### src/rtl/mdu_pkg.sv
// Shared definitions for the HI/LO multiply/divide unit: default width,
// operation encodings, FSM states and small op-decode helpers.
package mdu_pkg;

    localparam int MDU_WIDTH = 32;

    localparam logic [1:0] OP_MULT  = 2'b00;
    localparam logic [1:0] OP_MULTU = 2'b01;
    localparam logic [1:0] OP_DIV   = 2'b10;
    localparam logic [1:0] OP_DIVU  = 2'b11;

    typedef enum logic [1:0] {
        IDLE = 2'd0,
        RUN  = 2'd1,
        FIN  = 2'd2
    } state_t;

    // Divide ops use restoring shift-subtract; the rest use shift-add.
    function automatic logic op_is_div(input logic [1:0] op);
        return (op == OP_DIV) || (op == OP_DIVU);
    endfunction

    // Signed ops work on magnitudes and fix the sign at the end.
    function automatic logic op_is_signed(input logic [1:0] op);
        return (op == OP_MULT) || (op == OP_DIV);
    endfunction

endpackage

### src/rtl/mdu_signfix.sv
// Conditional two's complement negation, modulo 2^W. Used both to take
// operand magnitudes and to apply the sign to product/quotient/remainder.
module mdu_signfix #(
    parameter int W = 32
) (
    input  logic [W-1:0] value,
    input  logic         neg,
    output logic [W-1:0] result
);

    // Negate when requested; -0x80..0 wraps to itself, which is the wanted magnitude.
    always_comb begin
        result = neg ? (~value + {{(W-1){1'b0}}, 1'b1}) : value;
    end

endmodule

### src/rtl/mdu_hilo.sv
// Iterative multiply/divide unit holding the architectural HI/LO registers.
// One radix-2 step per clock on operand magnitudes; signs applied on the
// final (FIN) edge. mthi/mtlo write srca directly when the unit is idle.
module mdu_hilo
    import mdu_pkg::*;
#(
    parameter int WIDTH = MDU_WIDTH
) (
    input  logic             clk,
    input  logic             reset,
    input  logic             start,
    input  logic [1:0]       op,
    input  logic [WIDTH-1:0] srca,
    input  logic [WIDTH-1:0] srcb,
    input  logic             mthi,
    input  logic             mtlo,
    output logic             busy,
    output logic             done,
    output logic             div_by_zero,
    output logic [WIDTH-1:0] hi,
    output logic [WIDTH-1:0] lo
);

    localparam int CW = $clog2(WIDTH + 1);

    state_t               state, state_nxt;
    logic [CW-1:0]        cnt;
    logic                 div_r, neg_a, neg_b, dbz_r;
    logic [WIDTH-1:0]     opnd;       // multiplicand (mul) or divisor (div) magnitude
    logic [2*WIDTH-1:0]   acc;        // {partial product, multiplier} or {remainder, quotient}
    logic [2*WIDTH-1:0]   acc_step;
    logic [WIDTH:0]       mul_sum, div_shift, div_diff;

    logic [WIDTH-1:0]     abs_a, abs_b, quo_fix, rem_fix;
    logic [2*WIDTH-1:0]   prod_fix;
    logic                 accept, div_zero_req, sign_a, sign_b;

    assign accept       = (state == IDLE) && start;
    assign div_zero_req = op_is_div(op) && (srcb == '0);
    assign sign_a       = op_is_signed(op) && srca[WIDTH-1];
    assign sign_b       = op_is_signed(op) && srcb[WIDTH-1];

    mdu_signfix #(.W(WIDTH)) u_abs_a (.value(srca), .neg(sign_a), .result(abs_a));
    mdu_signfix #(.W(WIDTH)) u_abs_b (.value(srcb), .neg(sign_b), .result(abs_b));

    mdu_signfix #(.W(2*WIDTH)) u_prod (.value(acc), .neg(neg_a ^ neg_b), .result(prod_fix));
    mdu_signfix #(.W(WIDTH)) u_quo (.value(acc[WIDTH-1:0]), .neg(neg_a ^ neg_b), .result(quo_fix));
    mdu_signfix #(.W(WIDTH)) u_rem (.value(acc[2*WIDTH-1:WIDTH]), .neg(neg_a), .result(rem_fix));

    // One iteration step: shift-add for multiply, restoring shift-subtract for divide.
    always_comb begin
        // NOTE: every signal driven here gets a value on every path, so no latch is inferred.
        mul_sum   = {1'b0, acc[2*WIDTH-1:WIDTH]} + ({(WIDTH+1){acc[0]}} & {1'b0, opnd});
        div_shift = {acc[2*WIDTH-1:WIDTH], acc[WIDTH-1]};
        div_diff  = div_shift - {1'b0, opnd};
        if (div_r) begin
            if (!div_diff[WIDTH]) begin
                acc_step = {div_diff[WIDTH-1:0], acc[WIDTH-2:0], 1'b1};
            end else begin
                acc_step = {div_shift[WIDTH-1:0], acc[WIDTH-2:0], 1'b0};
            end
        end else begin
            acc_step = {mul_sum, acc[WIDTH-1:1]};
        end
    end

    // State register.
    always_ff @(posedge clk or posedge reset) begin
        // NOTE: sequential state uses non-blocking assignments so all flops update together.
        if (reset) state <= IDLE;
        else       state <= state_nxt;
    end

    // Next-state logic: divide by zero skips the iterations entirely.
    always_comb begin
        state_nxt = state;
        case (state)
            IDLE:    if (start) state_nxt = div_zero_req ? FIN : RUN;
            RUN:     if (cnt == CW'(1)) state_nxt = FIN;
            FIN:     state_nxt = IDLE;
            default: state_nxt = IDLE;
        endcase
    end

    // Output logic: the unit stalls the pipeline whenever it is not idle.
    always_comb begin
        busy = (state != IDLE);
    end

    // Operand capture at accept and iteration datapath during RUN.
    always_ff @(posedge clk or posedge reset) begin
        if (reset) begin
            cnt   <= '0;
            div_r <= 1'b0;
            neg_a <= 1'b0;
            neg_b <= 1'b0;
            dbz_r <= 1'b0;
            opnd  <= '0;
            acc   <= '0;
        end else if (accept) begin
            cnt   <= CW'(WIDTH);
            div_r <= op_is_div(op);
            neg_a <= sign_a;
            neg_b <= sign_b;
            dbz_r <= div_zero_req;
            opnd  <= op_is_div(op) ? abs_b : abs_a;
            acc   <= {{WIDTH{1'b0}}, (op_is_div(op) ? abs_a : abs_b)};
        end else if (state == RUN) begin
            cnt <= cnt - CW'(1);
            acc <= acc_step;
        end
    end

    // HI/LO writes and the done/div_by_zero pulses.
    always_ff @(posedge clk or posedge reset) begin
        if (reset) begin
            hi          <= '0;
            lo          <= '0;
            done        <= 1'b0;
            div_by_zero <= 1'b0;
        end else begin
            done        <= 1'b0;
            div_by_zero <= 1'b0;
            if (state == IDLE) begin
                if (start) begin
                    // start wins over mthi/mtlo; a zero divisor completes right away.
                    if (div_zero_req) begin
                        done        <= 1'b1;
                        div_by_zero <= 1'b1;
                    end
                end else begin
                    if (mthi) hi <= srca;
                    if (mtlo) lo <= srca;
                end
            end else if ((state == FIN) && !dbz_r) begin
                done <= 1'b1;
                if (div_r) begin
                    lo <= quo_fix;
                    hi <= rem_fix;
                end else begin
                    {hi, lo} <= prod_fix;
                end
            end
        end
    end

endmodule

### config.mk
export PLATFORM = sky130hd
export DESIGN_NAME = mdu_hilo
export DESIGN_NICKNAME = d
export VERILOG_FILES = /design/src/rtl/mdu_pkg.sv /design/src/rtl/mdu_signfix.sv /design/src/rtl/mdu_hilo.sv
export SDC_FILE = /design/constraint.sdc
export NUM_CORES = 1
export LEC_CHECK = 0
export BUFFER_PORTS_ARGS = -buffer_cell sky130_fd_sc_hd__buf_2
export CAP_MARGIN = 20
export CORE_MARGIN = 1
export CORE_UTILIZATION = 61
export CTS_BUF_LIST = sky130_fd_sc_hd__clkbuf_16
export CTS_CLUSTER_DIAMETER = 150
export CTS_CLUSTER_SIZE = 20
export DETAILED_ROUTE_END_ITERATION = 8
export GPL_TIMING_DRIVEN = 1
export HOLD_SLACK_MARGIN = 0.05
export PLACE_DENSITY = 0.87
export SLEW_MARGIN = 5
export SYNTH_ARGS = -nofsm -noshare
export SYNTH_HDL_FRONTEND = slang
export SYNTH_SLANG_ARGS = --single-unit
### constraint.sdc
create_clock -name clk -period 6.3 [get_ports clk]
set_clock_uncertainty 0.05 [all_clocks]
set_input_delay 0.63 -clock clk [delete_from_list [all_inputs] [get_ports clk]]
set_output_delay 0.63 -clock clk [all_outputs]
set_load 0.02 [all_outputs]
==> flow_summary.toml <==
[outcome]
status = "completed"

[logic_synthesis]
synth_top_area_frac = 0.2955
yosysMostFrequentCell = "nand2_1"
async_reset_ff_frac = 1.000
synth_edf_count = 0
synth_fa_ha_area_frac = 0.06216
synth_top_family_by_area = "compound AO/OA/AOI/OAI gates"
synth_top_area_cell = "dfrtp_1"
synth_xor_area_frac = 0.1016
synthFlopType = "dfrtp_1"
synth_compound_area_frac = 0.2529
synth_nets = 2053
synth_simple_gate_area_share = 0.1947
syn_area_mm2 = 0.01473
yosysWarnings = 0
synthMuxAreaShare = 0.04509
seq_area_frac_synth = 0.2955
syn_inst = 1910
ys_top_cells_by_area = "dfrtp_1 (30%), o21ai_0 (6.7%), ha_1 (5.9%)"
synth_cell_types = 71
ys_seq_elements = 174
yosys-top-cells-count = "nand2_1 (223), nor2_1 (214), o21ai_0 (197)"
syn_avg_cell_area_um2 = 7.714

[drt]
drt_iter0_drc = 2182
drtAntennaViolNets = 0
routed_wl_um = 49580
drc = 0
routedLengthMet1_um = 20550
vias_per_cell = 6.576
vias = 15100
met2_length_um = 20300
first_pass_iters = 7
wl_per_cell_um = 21.59
met3_length_um = 6146
top_layer_used = "met4"

[die]
fp.dieW_um = 157.4
ios = 138
rows = 56
core_area_mm2 = 0.02361
dieArea_mm2 = 0.02478
die_h_um = 157.4
start_util = 0.6240

[global_routing]
antenna_found_initial = 0
grt.total_usage = 0.4037
grt_max_degree = 127
first_global_vias = 13500
overflow = 0
grt_pass1_wl_um = 75690

[clock_network]
clkLatencyLatePin_ns = 0.44
cts.repair.resized = 0
cts_setup_buffers = 0
cts_sinks = 174
cts_buffers = 17
clkTransAtPathRegs_ns = 0.07
ctsLongestPathBuffers = 2
htreeDepth = 4
holdBufCountCts = 0
root_buffer = "clkbuf_16"
cts_tree = "done"

[sta]
grt_setup_unrepaired = "no"
slew_violations = 0
slew_headroom = 0.2535
fmax_mhz = 211.6
finalSetupViolCount = 0
fin_setup_tns_ns = 0
worst_slew_pin_slew_ns = 1.105
hold_ws_ns = 0.1756
min_period_ns = 4.726
hold_viol = 0
fin_crit_sh = 0.7501

[power]
internal_power_uw = 2058
vdd_drop_max_mv = 0.1390
switching_power_uw = 1169
p_leak_uw = 0.007254
combPwrFrac = 0.285
p_sw_frac = 0.3624
powerDensity_mw_per_mm2 = 200.5
seq_power_share = 0.394
clkPwrFrac = 0.322

[setup_path]
cp-end-kind = "register"
critPathLaunchType = "register"
path_class = "reg2reg"
arrival_ns = 5.03
cp_max_fo = 23
cp_data_required_time_ns = 6.60

[worst_hold_path]
hold_path.class = "in2async"

[layout]
stdcell_area_mm2 = 0.01610
fin_nets = 2107
syn_to_final_growth_pct = 9.248
final_cells = 2296
diodes = 0
drive_gt1_frac = 0.1088

[flow_run]
cap_violations = 0

[placed_design]
port_buffers = 137
gp_congestion = 0.9671
postPlaceCellArea_mm2 = 0.01552
place_inst = 2263
place_hpwl_um = 37090
[metrics by stage]
| stage | power (uW) | util | setup WS, ns |
|---|---|---|---|
| floorplan | 1901 | - | 0.9032 |
| global placement | 2151 | 0.6574 | 1.884 |
| detailed placement | 2166 | 0.6574 | 1.720 |
| CTS | 3185 | 0.6809 | 1.699 |
| global route | 3346 | 0.6817 | 1.336 |
| finish | 3227 | 0.6817 | 1.574 |
[power groups by stage]
stage	Combinational (uW)	Clock [uW]	Sequential, uW
3_3_place_gp	868	0	1280
4_1_cts	891	1030	1260
5_1_grt	994	1080	1280
2_1_floorplan	640	0	1260
3_5_place_dp	881	0	1280
6_report	918	1040	1270
[cell families (layout without fill, tap and decap cells)]
kind of cell | after synthesis | after routing
AO/OA/AOI/OAI | 612 | 612
flip-flops | 174 | 174
adder cells (fa/ha/maj) | 72 | 72
XOR/XNOR | 170 | 170
buffers and inverters | 185 | 252
multiplexers | 66 | 66
AND/OR/NAND/NOR | 631 | 631
[layer usage]
layer  track usage  vias to the layer above
li1              -                     6907
met4        0.1983                        0
met2        0.5912                     1043
met3       0.07902                      159
met1        0.5659                     6990
met5             0                        -
[cells in the final DEF, fill, tap and decap left out, types with 18 or more instances in the layout]
cell | synthesis | final
ha_1 | 70 | 70
o211ai_1 | 48 | 48
a31oi_1 | 20 | 20
xor2_1 | 72 | 72
nand3_1 | 26 | 26
buf_4 | 2 | 18
dfrtp_1 | 174 | 173
nand2b_1 | 20 | 20
nor2_1 | 214 | 212
nor4_1 | 20 | 20
nand2_1 | 223 | 222
a22oi_1 | 20 | 20
inv_1 | 65 | 63
xnor2_1 | 97 | 97
buf_2 | 5 | 136
nor3_1 | 32 | 32
a21oi_1 | 171 | 171
o31ai_1 | 43 | 43
mux2i_1 | 63 | 63
o21ai_0 | 197 | 197
a21o_1 | 37 | 37
[flip-flops by register name (all words and copies together), names as in the netlist]
signal and count:
acc 64, cnt 6, dbz_r 1, div_by_zero 1
div_r 1, done 1, hi 32, lo 32
neg_a 1, neg_b 1, opnd 32, state 2
[worst paths after layout]
path / cells after the start / endpoint / from / slack (ns)
min in group clk: 2 / lo[27]$_DFFE_PP0P_ / lo[27]$_DFFE_PP0P_ / 0.43
max reg2reg: 14 / acc[62]$_DFFE_PP0P_ / acc[31]$_DFFE_PP0P_ / 1.57
min reg2reg: 2 / lo[27]$_DFFE_PP0P_ / lo[27]$_DFFE_PP0P_ / 0.43
min: 2 / lo[0]$_DFFE_PP0P_ / reset / 0.18
max in group asynchronous: 3 / acc[54]$_DFFE_PP0P_ / reset / 4.74
max: 14 / acc[62]$_DFFE_PP0P_ / acc[31]$_DFFE_PP0P_ / 1.57
[cell type report]
type	instances	area, um2
fillers	1962	7516
well taps	319	399.1
inverters	65	249.0
clock inverters	15	127.6
repair buffers	155	835.8
flip-flops and latches	174	4355
clock buffers	17	425.4
multi-input cells	1551	9704
[worst max-delay path, stage by stage, from the launching register on]
cell and delay [ns]:
dfrtp_1 0.40, inv_1 0.16, ha_1 0.25, fa_1 0.26, nand2b_1 0.15, a21oi_1 0.09
o41a_1 0.44, a22o_1 0.28, a41o_1 0.35, a31oi_1 0.35, a21oi_1 0.27, xnor2_4 0.49
buf_4 0.50, mux2_2 0.39, a211oi_1 0.21
Power figures use the tool's default switching activity.
